[src/rtl/fetch_queue.sv]
// rtl/fetch_queue.sv - instruction fetch queue with flush and single-step issue gate
//
// Purpose: DEPTH-entry FIFO of {pc, instr} pairs between fetch and decode.
// A flush discards everything (branch redirect). In step mode, a step credit
// gates issue so that each rising edge of step_key releases one entry.
//
// Ports:
//   clk, rst          clock, asynchronous active-high reset
//   flush             synchronous discard of all entries and the step credit
//   in_valid/in_ready push handshake carrying in_pc, in_instr
//   out_valid/out_ready pop handshake carrying out_pc, out_instr (0 when empty)
//   step_mode         1 = issue only on step credit
//   step_key          step request level, already synchronous to clk
//   count             current occupancy
module fetch_queue #(
  parameter int ADDR_W  = 32,
  parameter int INSTR_W = 32,
  parameter int DEPTH   = 4
) (
  input  logic                         clk,
  input  logic                         rst,
  input  logic                         flush,
  input  logic                         in_valid,
  output logic                         in_ready,
  input  logic [ADDR_W-1:0]            in_pc,
  input  logic [INSTR_W-1:0]           in_instr,
  output logic                         out_valid,
  input  logic                         out_ready,
  output logic [ADDR_W-1:0]            out_pc,
  output logic [INSTR_W-1:0]           out_instr,
  input  logic                         step_mode,
  input  logic                         step_key,
  output logic [$clog2(DEPTH+1)-1:0]   count
);

  localparam int PTR_W = $clog2(DEPTH);
  localparam int CNT_W = $clog2(DEPTH + 1);
  localparam int ENT_W = ADDR_W + INSTR_W;
  localparam logic [PTR_W-1:0] LAST_PTR = PTR_W'(DEPTH - 1);
  localparam logic [CNT_W-1:0] FULL_CNT = CNT_W'(DEPTH);

  logic [ENT_W-1:0] mem_q [DEPTH];

  logic [PTR_W-1:0] wr_ptr_q, wr_ptr_d;
  logic [PTR_W-1:0] rd_ptr_q, rd_ptr_d;
  logic [CNT_W-1:0] count_q, count_d;
  logic             credit_q, credit_d;
  logic             key_q;

  logic             push;
  logic             pop;
  logic             step_rise;
  logic [ENT_W-1:0] head;

  // Handshake outputs depend only on registered state (plus step_mode), so
  // in_ready has no path from out_ready.
  always_comb begin
    in_ready  = (count_q < FULL_CNT);
    out_valid = (count_q != '0) && (!step_mode || credit_q);
    push      = in_valid && in_ready && !flush;
    pop       = out_valid && out_ready && !flush;
    step_rise = step_key && !key_q;
    head      = mem_q[rd_ptr_q];
    // Storage is never reset, so stale contents are masked while empty.
    if (count_q == '0) begin
      out_pc    = '0;
      out_instr = '0;
    end else begin
      out_pc    = head[ENT_W-1:INSTR_W];
      out_instr = head[INSTR_W-1:0];
    end
  end

  always_comb begin
    wr_ptr_d = wr_ptr_q;
    rd_ptr_d = rd_ptr_q;
    count_d  = count_q;
    credit_d = credit_q;
    if (flush) begin
      wr_ptr_d = '0;
      rd_ptr_d = '0;
      count_d  = '0;
      credit_d = 1'b0;
    end else begin
      if (push) begin
        wr_ptr_d = (wr_ptr_q == LAST_PTR) ? '0 : wr_ptr_q + PTR_W'(1);
      end
      if (pop) begin
        rd_ptr_d = (rd_ptr_q == LAST_PTR) ? '0 : rd_ptr_q + PTR_W'(1);
      end
      // Pop implies count_q != 0 and push implies count_q < DEPTH, so no wrap.
      case ({push, pop})
        2'b10:   count_d = count_q + CNT_W'(1);
        2'b01:   count_d = count_q - CNT_W'(1);
        default: count_d = count_q;
      endcase
      // A new step edge wins over the pop that consumes the previous credit;
      // the credit is a single bit, so extra edges while set are lost.
      if (step_rise) begin
        credit_d = 1'b1;
      end else if (pop) begin
        credit_d = 1'b0;
      end
    end
  end

  always_ff @(posedge clk or posedge rst) begin
    if (rst) begin
      wr_ptr_q <= '0;
      rd_ptr_q <= '0;
      count_q  <= '0;
      credit_q <= 1'b0;
      key_q    <= 1'b0;
    end else begin
      wr_ptr_q <= wr_ptr_d;
      rd_ptr_q <= rd_ptr_d;
      count_q  <= count_d;
      credit_q <= credit_d;
      key_q    <= step_key;
    end
  end

  always_ff @(posedge clk) begin
    if (push) begin
      mem_q[wr_ptr_q] <= {in_pc, in_instr};
    end
  end

  assign count = count_q;

endmodule

[config.mk]
export PLATFORM = sky130hd
export DESIGN_NAME = fetch_queue
export DESIGN_NICKNAME = d
export VERILOG_FILES = /design/src/rtl/fetch_queue.sv
export SDC_FILE = /design/constraint.sdc
export NUM_CORES = 1
export LEC_CHECK = 0
export ABC_AREA = 1
export BUFFER_PORTS_ARGS = -buffer_cell sky130_fd_sc_hd__buf_2
export CAP_MARGIN = 20
export CORE_MARGIN = 2
export CORE_UTILIZATION = 40
export CTS_CLUSTER_SIZE = 20
export DETAILED_ROUTE_END_ITERATION = 10
export GPL_TIMING_DRIVEN = 0
export PLACE_DENSITY = 0.72
export SYNTH_ARGS = -nofsm -noshare
export SYNTH_HDL_FRONTEND = slang
export SYNTH_SLANG_ARGS = --single-unit
[constraint.sdc]
create_clock -name clk -period 3.9 [get_ports clk]
set_clock_uncertainty 0.15 [all_clocks]
set_input_delay 0.195 -clock clk [delete_from_list [all_inputs] [get_ports clk]]
set_output_delay 0.195 -clock clk [all_outputs]
set_load 0.02 [all_outputs]
==> flow_summary.toml <==
[synth]
avgSynthCellArea_sq_um = 12.75
yosysUniqueCellTypes = 24
synth_warnings = 0
syn_area_sq_mm = 0.01052
syn_nets = 901
synth_sequential_area_ratio_pct = 75.24
synth.area.top_cells = "edfxtp_1, nor2_1, o21ai_0, a21oi_1, dfrtp_1"
synth-seq-cells = 265
synth_top_cell_by_area = "edfxtp_1"
synth_top_area_share_pct = 73.10
syn_inst = 825

[setup_path]
rr_worst_depth = 6
rrSetupSlack_ns = 1.48
arrival_ns = 2.37
rr_startpoint = "count[2]"
r2r-end = "mem_q[0][45]"
start_kind = "flip-flop"
cp_max_fo = 10
end_kind = "primary output"
worst_ep_required_time_ns = 3.56
worstSetupPathType = "flip-flop to primary output"

[power]
p_leak_nw = 4.994
ir_worst_vdd_v = 0.0004784
cellInternalPower_mw = 5.207
seqPwrFrac_pct = 45.9
power_frac_comb_pct = 16.9
finalPower_mw = 7.102
pwr_density_cell_mw_per_mm2 = 527.4
pwr-share-clk_pct = 37.2
sw_frac_of_total_pct = 26.68
netSwitchingPower_mw = 1.895

[sta]
tns_ns = 0
max-slew-margin-rel_pct = 47.50
period_needed_ns = 2.719
holdWs_ns = 0.03181
report.final.hold_viol_count = 0
worst_pin_slew_ns = 0.7857
max_freq_ghz = 0.3678
setup_violations = 0
finalCritPeriodShare_pct = 69.72
rsz0062_at_grt = "false"
slew_violations = 0

[global_routing]
grt_pass1_wl_mm = 38.83
overflow = 0
antenna_found_initial = 3
grt_pass1_vias = 7150
grt_start_max_net_pins = 28
grt_usage_pct = 17.92

[placed_design]
portBuffers = 139
dp_hpwl_mm = 15.41
gp_congestion = 0.7501

[clocking]
cts-htree-levels = 1
clkTransAtPathRegs_ns = 0.06
numCtsBuffers = 28
clock_sinks = 265
ctsResizeCount = 0
root_buffer = "clkbuf_16"
clk_latency_ns = 0.54
cts_tree = "done"
cts.path.max_buffers = 3

[drt]
route.detailed.drc = 0
ant_nets = 0
vias = 7126
dr.pass1.iters = 4
wirelength_mm = 25.19
via_per_inst = 4.976
drt_iter0_drc = 472
wl_per_cell_um = 17.59

[floorplan]
die-area_sq_mm = 0.02760
die_w_um = 166.1
rows = 59
pin_count = 140
start_util_pct = 40.59
fp.dieH_um = 166.1
core_sq_mm = 0.02591

[finish]
fin_util_pct = 51.98
final_nets = 1149
drive_above_1_share_pct = 20.84
syn_to_final_growth_pct = 28.07

[run_status]
status = "finished, final reports clean"

[run]
max-cap-violations = 0

[min_path]
hold_path.class = "input port to asynchronous set/reset pin"
## cell usage in the layout (no fill, tap or decap), types with 4 or more instances in the layout
master	Yosys	routed
clkinv_1	0	4
nand2_1	16	16
o21ai_0	129	129
edfxtp_1	256	256
buf_2	7	146
dlygate4sd3_1	0	71
ha_1	4	4
inv_2	4	4
bufinv_16	0	4
inv_1	13	13
dfrtp_1	9	9
buf_6	19	19
nor2_1	263	259
a21oi_1	69	69
clkbuf_16	0	28
clkbuf_1	19	24
buf_12	0	7
nor2_4	1	5
clkinv_2	0	7
## cell type report
cell class | instances | area, sq um
antenna | 3 | 7.507
buffer | 48 | 335.3
clock buffer | 33 | 719.4
clock inverter | 18 | 201.4
fill | 2192 | 12440
inverter | 17 | 63.81
multi-input combinational | 495 | 2235
sequential | 265 | 7913
tap | 335 | 419.2
timing repair buffer | 218 | 1574
## flip-flops by register name (all words and copies together) (netlist names)
signal	flops
mem_q	256
count	3
rd_ptr_q	2
wr_ptr_q	2
credit_q	1
key_q	1
## power groups by stage
stage                     sequential (mW)  clock [mW]  combinational (mW)
final                                3.26        2.65                1.20
after global routing                 3.26        2.82                1.31
after CTS                            3.26        2.70                1.21
after detailed placement             3.32           0                1.15
after global placement               3.33           0                1.11
after floorplan                      3.33           0               0.685
## through the flow
stage	setup slack (ns)	area [sq um]	std cells
2_1_floorplan	-0.3136	10520	825
3_3_place_gp	-2.452	11630	1299
3_5_place_dp	1.483	11830	1307
4_1_cts	1.130	13460	1429
5_1_grt	0.9903	13470	1431
6_report	1.181	13470	1432
## repair_timing
action,4_1_cts,5_1_grt
hold buffers,71,0
buffers inserted,0,0
hold endpoints to repair,274,0
## how the worst max path moves through the flow
stage                     start            to  slack, ns  cells past startpoint
finish              rd_ptr_q[0]    out_pc[16]       1.18                      6
global placement       count[2]  mem_q[3][32]      -2.45                      5
CTS                 rd_ptr_q[0]     out_pc[7]       1.13                      6
global route        rd_ptr_q[0]    out_pc[14]       0.99                      6
floorplan              count[2]   mem_q[0][0]      -0.31                      5
detailed placement     count[2]  mem_q[0][44]       1.48                      6
## cells in the mapped netlist
library cell,n
nand3_1,3
o21ai_0,129
buf_6,19
buf_4,1
nor2_1,263
nand4_1,1
nand2_1,16
nand2_2,1
nor2_4,1
dfrtp_1,9
ha_1,4
nand3_4,1
inv_1,13
o21bai_1,1
buf_1,2
inv_2,4
a21oi_1,69
buf_2,7
xnor2_1,1
clkbuf_1,19
a21oi_2,1
o21ai_1,3
fa_1,1
edfxtp_1,256
## worst max-delay path: stages (launching register included)
cell      delay [ns]
dfrtp_1         0.42
inv_2           0.14
buf_6           0.20
clkbuf_1        0.41
o21ai_0         0.16
a21oi_1         0.27
buf_2           0.23
## per-layer routing
metal | vias to the layer above | share of wire, % | track usage, %
met3 | 53 | 6.2 | 3.122
met5 | - | 0 | 0
met2 | 246 | 50 | 31.12
met1 | 3402 | 41 | 22.91
li1 | 3425 | - | -
met4 | 0 | 2.5 | 5.860
## logic make-up (layout without fill, tap and decap cells)
| logic type | Yosys count | in the layout | synth area share, % |
|---|---|---|---|
| simple gates | 286 | 286 | 10.49 |
| flops | 265 | 265 | 75.24 |
| compound gates | 203 | 203 | 9.720 |
| buf+inv | 65 | 334 | 3.795 |
| fa+ha+maj | 5 | 5 | 0.6663 |
| xor+xnor | 1 | 1 | 0.08330 |
| other cells | 0 | 3 | 0 |
(Power assumes the default switching activity.)
